[config.mk]
export PLATFORM = sky130hd
export DESIGN_NAME = encoder_16_4_seq
export DESIGN_NICKNAME = d
export VERILOG_FILES = /design/src/rtl/encoder_16_4_seq.sv
export SDC_FILE = /design/constraint.sdc
export NUM_CORES = 1
export LEC_CHECK = 0
export BUFFER_PORTS_ARGS = -buffer_cell sky130_fd_sc_hd__buf_2
export CAP_MARGIN = 20
export CORE_MARGIN = 2
export CORE_UTILIZATION = 41
export DETAILED_ROUTE_END_ITERATION = 16
export MAX_ROUTING_LAYER = met4
export REMOVE_ABC_BUFFERS = 1
export SYNTH_ARGS = -nofsm -noshare
export SYNTH_HDL_FRONTEND = slang
export SYNTH_SLANG_ARGS = --single-unit
export TNS_END_PERCENT = 20
[constraint.sdc]
create_clock -name clk -period 2.78 [get_ports clk]
set_clock_uncertainty 0.15 [all_clocks]
set_input_delay 0.556 -clock clk [delete_from_list [all_inputs] [get_ports clk]]
set_output_delay 0.556 -clock clk [all_outputs]
set_load 0.01 [all_outputs]
[src/rtl/encoder_16_4_seq.sv]
// encoder_16_4_seq
//   Accepts a request vector (one-hot or multi-hot) over a valid/ready
//   handshake and serially emits the binary index of every set bit, lowest
//   index first, over a second valid/ready handshake.
//
// Ports:
//   clk        in   rising-edge clock
//   reset_n    in   asynchronous active-low reset
//   enable     in   gates acceptance of new vectors only
//   vec_in     in   [WIDTH-1:0] request vector
//   in_valid   in   vec_in valid
//   in_ready   out  block can accept vec_in (IDLE and enable)
//   binary_out out  [OUT_W-1:0] index of current lowest set bit
//   out_valid  out  binary_out valid
//   out_ready  in   consumer accepts binary_out
//   out_last   out  current index is the final set bit of the vector
//   zero_pulse out  one-cycle flag: all-zero vector accepted and dropped
module encoder_16_4_seq #(
    parameter int unsigned WIDTH = 16,
    parameter int unsigned OUT_W = 4
) (
    input  logic             clk,
    input  logic             reset_n,
    input  logic             enable,
    input  logic [WIDTH-1:0] vec_in,
    input  logic             in_valid,
    output logic             in_ready,
    output logic [OUT_W-1:0] binary_out,
    output logic             out_valid,
    input  logic             out_ready,
    output logic             out_last,
    output logic             zero_pulse
);

    typedef enum logic {
        IDLE  = 1'b0,
        DRAIN = 1'b1
    } state_t;

    state_t             state_q, state_d;
    logic [WIDTH-1:0]   pending_q, pending_d;
    logic [OUT_W-1:0]   idx_q, idx_d;
    logic               last_q, last_d;
    logic               zero_q, zero_d;

    logic               accept;
    logic               out_hs;

    assign in_ready = (state_q == IDLE) && enable;
    assign accept   = in_valid && in_ready;
    assign out_hs   = (state_q == DRAIN) && out_ready;

    always_comb begin
        state_d   = state_q;
        pending_d = pending_q;
        zero_d    = 1'b0;
        unique case (state_q)
            IDLE: begin
                if (accept) begin
                    if (vec_in == '0) begin
                        zero_d = 1'b1;
                    end else begin
                        pending_d = vec_in;
                        state_d   = DRAIN;
                    end
                end
            end
            DRAIN: begin
                if (out_hs) begin
                    // Clearing the lowest set bit retires the index just handed off.
                    pending_d = pending_q & (pending_q - WIDTH'(1));
                    if (last_q) begin
                        state_d = IDLE;
                    end
                end
            end
            default: state_d = IDLE;
        endcase
    end

    // The index and last flag are precomputed from the next pending value so
    // that binary_out/out_last come straight from flops.
    always_comb begin
        idx_d = '0;
        for (int unsigned i = WIDTH; i > 0; i--) begin
            if (pending_d[i-1]) begin
                idx_d = OUT_W'(i - 1);
            end
        end
        last_d = (pending_d != '0) && ((pending_d & (pending_d - WIDTH'(1))) == '0);
    end

    always_ff @(posedge clk or negedge reset_n) begin
        if (!reset_n) begin
            state_q   <= IDLE;
            pending_q <= '0;
            idx_q     <= '0;
            last_q    <= 1'b0;
            zero_q    <= 1'b0;
        end else begin
            state_q   <= state_d;
            pending_q <= pending_d;
            idx_q     <= idx_d;
            last_q    <= last_d;
            zero_q    <= zero_d;
        end
    end

    assign out_valid  = (state_q == DRAIN);
    assign binary_out = idx_q;
    assign out_last   = last_q;
    assign zero_pulse = zero_q;

endmodule

; ---- After elaboration in Yosys (flattened, before gate mapping)
; Cells that the tools add are included.
[classes]
n_addsub = 2
n_bitwise = 3
mux = 28
reduce_logical = 7
[op_table]
columns = op, n
row1 = 4-bit two-way mux, 16
row2 = 16-bit two-way mux, 3
row3 = 16-bit bitwise AND, 2
row4 = 16-bit logical NOT, 2
row5 = 16-bit one-hot mux with 2 select lines, 1
row6 = "16-bit by 1-bit subtractor with 16-bit output, second input constant", 2
row7 = 16-bit nonzero test, 1
row8 = 1-bit two-way mux, 7
row9 = 1-bit logical AND, 4
row10 = 1-bit one-hot mux with 2 select lines, 1
row11 = 1-bit NOT, 1
[word_totals]
elab_cells = 45
input_bits = 21
out_inout_bits = 8
register_bits = 23

; ---- Depth between registers and ports, before layout
[depth]
word_depth = 21
ltp_mapped = 12
ltp_nobuf = 10

; ---- Worst setup path after synthesis
; No wires, ideal clock.
[synth_timing]
path_kind = input to register
start = input vec_in[2]
end = register last_q (netlist: out_last)
slack_ns = 0.155
setup_time_ns = 0.096
cell_stages = 10
t_arrival_ns = 2.379
n_path_buf = 1
required_ns = 2.534
cell_sequence = nor4_4 a41o_1 buf_6 mux2i_4 o21ai_2 nor3_2 and2_1 and3_1 nor2_1 nor4_2
[synth_via]
elab_chain_cells = 8
elab_cells_between_ends = 9
classes_between = add/sub: 1 / mux: 3 / bitwise: 1 / reduce/logical: 4
[synth_rtl]
columns = element, line
row1 = "start, declared", 25  ; input logic [WIDTH-1:0] vec_in,
row2 = 16-bit logical NOT, 60  ; if (vec_in == '0) begin
row3 = 16-bit two-way mux (*), 60
row4 = 16-bit two-way mux (*), 59  ; if (accept) begin
row5 = 16-bit one-hot mux with 2 select lines (*), 57  ; unique case (state_q)
row6 = 16-bit by 1-bit subtractor with 16-bit output, 90  ; last_d = (pending_d != '0) && ((pending_d & (pending_d - WIDTH'(1))) == '0);
row7 = 16-bit bitwise AND, 90
row8 = 16-bit logical NOT, 90
row9 = 1-bit logical AND (*), 90
row10 = net last_d, 43  ; logic last_q, last_d;
row11 = "end signal, assigned", 104  ; last_q <= last_d;
row12 = "end, declared", 43
; The timed path passes the listed nets; every way through them passes the cells marked *.

; ---- Worst setup path after layout
[layout_timing]
start = input vec_in[6]
end = register last_q (netlist: out_last)
; The elaborated chain is that of the path after synthesis.

==> flow_metrics.tcl <==
set metrics [dict create \
    period_share 0.973 \
    synth_top_area_share 0.337 \
    total_power_w 0.00239 \
    outcome "finished, final reports clean" \
    netlist_area_mm2 0.00171 \
    worst_setup_path_start_kind "input pin" \
    power_density_mw_per_mm2 1080 \
    dp_hpwl_um 3630 \
    reg2reg_depth 10 \
    arrival_ns 2.73 \
    rows 23 \
    setup_violations 0 \
    core-area_mm2 0.00400 \
    grt_pass1_vias 1512 \
    rrSetupSlack_ns 0.13 \
    n_antenna_cell 0 \
    synth.area.top_cells "dfrtp_1 34%, nor2_1 6.4%, nand2_1 5.9%, nor4_4 5.0%, a21oi_1 4.7%" \
    critPathLaunch "vec_in[6]" \
    rr_startpoint "pending_q[1]" \
    cp-end-kind "register" \
    cts_tree "built" \
    finalWirelength_um 4660 \
    die_w_um 68.6 \
    post-route-min-period_ns 2.71 \
    slew_viol_final 0 \
    fmax_mhz 370 \
    finalHoldViolCount 0 \
    vias 1653 \
    clock_path_buffers 2 \
    cts.sinks 23 \
    rsz0062_at_grt "yes" \
    antenna_found_initial 0 \
    synth_edf_count 0 \
    crit_path_frequent_cell "buf_4" \
    syn_to_final_growth_pct 29.6 \
    required_ns 2.80 \
    reg2reg_to "out_last" \
    drive_above_1_share 0.398 \
    ys_warn_count 0 \
    cts_root_buf "clkbuf_8" \
    multiInputGateArea_mm2 0.00109 \
    die_h_um 68.6 \
    cts_buffers 3 \
    grt_first_pass_wirelength_um 7220 \
    cp_slowest_cell "nor4_4" \
    synth_ff_type "dfrtp_1" \
    crit_chain "buf_2, nor4_4, a41o_1, buf_4, a211oi_1, a221oi_2, buf_4, nor3_2, and2_1, o211ai_2, nor2_1, nor4_2" \
    p_leak_nw 1.01 \
    syn_avg_cell_area_um2 9.04 \
    setup_tns_ns 0 \
    nets 276 \
    crit_cells 12 \
    maxSlewHeadroom 0.642 \
    synth_top_area_cell "dfrtp_1" \
    ys_async_sr_fraction 1.00 \
    via_per_inst 5.44 \
    ir_drop_mv 0.405 \
    hp-class "input pin to asynchronous set/reset pin" \
    critical_path_class "input pin to register" \
    overflow 0 \
    yosysUniqueCellTypes 48 \
    synth_seq_area_share 0.337 \
    drc 0 \
    synth-seq-cells 23 \
    ff_latch_area_um2 576 \
    port_buffers 28 \
    synth_cells 189 \
    ant_nets 0 \
    worstMarginPinSlew_ns 0.537 \
    ioPinCount 29 \
    grt_usage 0.218 \
    drtPass1Iterations 4 \
    slowest_delay_ns 0.38 \
    drv_cap 0 \
    drt_first_iter_violations 118 \
    htreeDepth 1 \
    path_delay_family "simple AND/OR/NAND/NOR gates" \
    start_util 0.427 \
    nFillCells 376 \
    cp_max_fo 12 \
    dieArea_mm2 0.00470 \
    routedWlPerCell_um 15.3 \
    grt_max_degree 24 \
    clk_latency_ns 0.27 \
    path_clk_slew_ns 0.09 \
    place_congestion 0.854 \
    endpoint "out_last" \
    crit_buf_inv 3 \
]
==> placed cells by master, fill, tap and decap left out, types with 3 or more instances in the layout <==
cell type	synthesis	routed
buf_4	0	38
nor2_1	29	28
buf_2	2	28
nand2_1	27	27
dfrtp_1	23	23
a21oi_1	16	16
nor3_1	9	9
a21o_1	5	5
o21ai_0	5	5
nor4_4	4	4
inv_1	4	4
nand4_1	4	4
a211oi_1	5	4
mux2i_1	4	3
nor2b_1	3	3
a211oi_2	2	3
nor3_2	3	3
and2_1	3	3
nand3_1	3	3
and3_1	3	3
clkbuf_8	0	3
==> area by class of cell <==
type | instances | area share
clock buffer | 4 | 0.0203
inverter | 5 | 0.00847
multi-input combinational | 156 | 0.491
sequential | 23 | 0.260
tap | 50 | 0.0282
timing repair buffer | 66 | 0.192
==> metal layers <==
metal | up-vias | GRT usage | routed length (µm)
li1 | 821 | - | -
met1 | 779 | 0.311 | 2160
met2 | 47 | 0.320 | 2180
met3 | 6 | 0.0292 | 279
met4 | 0 | 0.0700 | 48
met5 | - | - | 0
==> metrics by stage <==
step                area, µm²  utilization  std cells  setup WS [ns]  hold WS [ns]
floorplan                1670            -        184         -0.145         0.110
global placement         2130        0.533        297         -0.160         0.363
detailed placement       2130        0.533        297         -0.196         0.371
CTS                      2180        0.544        301         0.0745         0.128
global route             2210        0.554        304        -0.0473         0.141
finish                   2210        0.554        304         0.0750         0.103
==> power breakdown <==
part	switching, W	leakage, nW	internal, W
clock network	0.000117	0.0228	0.000103
registers	0.000115	0.297	0.000468
logic	0.000842	0.689	0.000743
==> worst min path at each step <==
| stage | depth (start not counted) | start | slack (ns) | to |
|---|---|---|---|---|
| global placement | 3 | out_last | 0.36 | out_valid |
| detailed placement | 3 | out_last | 0.37 | out_valid |
| floorplan | 0 | reset_n | 0.11 | binary_out[0] |
| global route | 1 | reset_n | 0.14 | pending_q[15] |
| finish | 1 | reset_n | 0.10 | pending_q[15] |
| CTS | 1 | reset_n | 0.13 | pending_q[15] |
==> registers in the layout, summed over array words and instances (netlist names) <==
signal,cells
binary_out,4
out_valid,1
pending_q,16
out_last,1
zero_pulse,1
==> worst reg2reg max path: stages (launching register included) <==
cell	delay, ns
dfrtp_1	0.46
and4bb_4	0.43
nand4_1	0.20
buf_4	0.22
nor3_1	0.18
a21oi_2	0.11
nor2_2	0.22
nand2_1	0.12
o211ai_2	0.17
nor2_1	0.07
nor4_2	0.23
==> what timing repair did <==
| item | CTS | global route |
|---|---|---|
| endpoints found under the setup margin | 0 | 3 |
| setup buffers | 0 | 3 |
| resized for setup | 0 | 4 |
| hold buffers | 0 | 0 |
| hold endpoints to repair | 0 | 0 |
==> Yosys cell counts, types with 2 or more instances <==
master     n
o21ai_0    5
nor3_4     2
o32ai_2    2
o21bai_1   2
nor3_2     3
nand2_1   27
dfrtp_1   23
a211oi_2   2
mux2i_1    4
nor3_1     9
a21o_1     5
o21ai_2    2
a21oi_1   16
buf_2      2
nor2_1    29
nor4_4     4
nand3_1    3
a211oi_1   5
nand4_1    4
buf_6      3
nor2b_1    3
and2_1     3
and3_1     3
inv_1      4
==> logic make-up (layout without fill, tap and decap cells) <==
logic type               after synthesis  in the layout  share of synthesized area
AND/OR/NAND/NOR                      101            101                      0.359
AO/OA/AOI/OAI                         48             48                      0.217
flip-flops                            23             23                      0.337
buffers and inverters                 10             75                     0.0366
multiplexers                           6              6                     0.0454
adder cells (fa/ha/maj)                1              1                    0.00586
No activity file was read; power rests on OpenSTA's default activity.
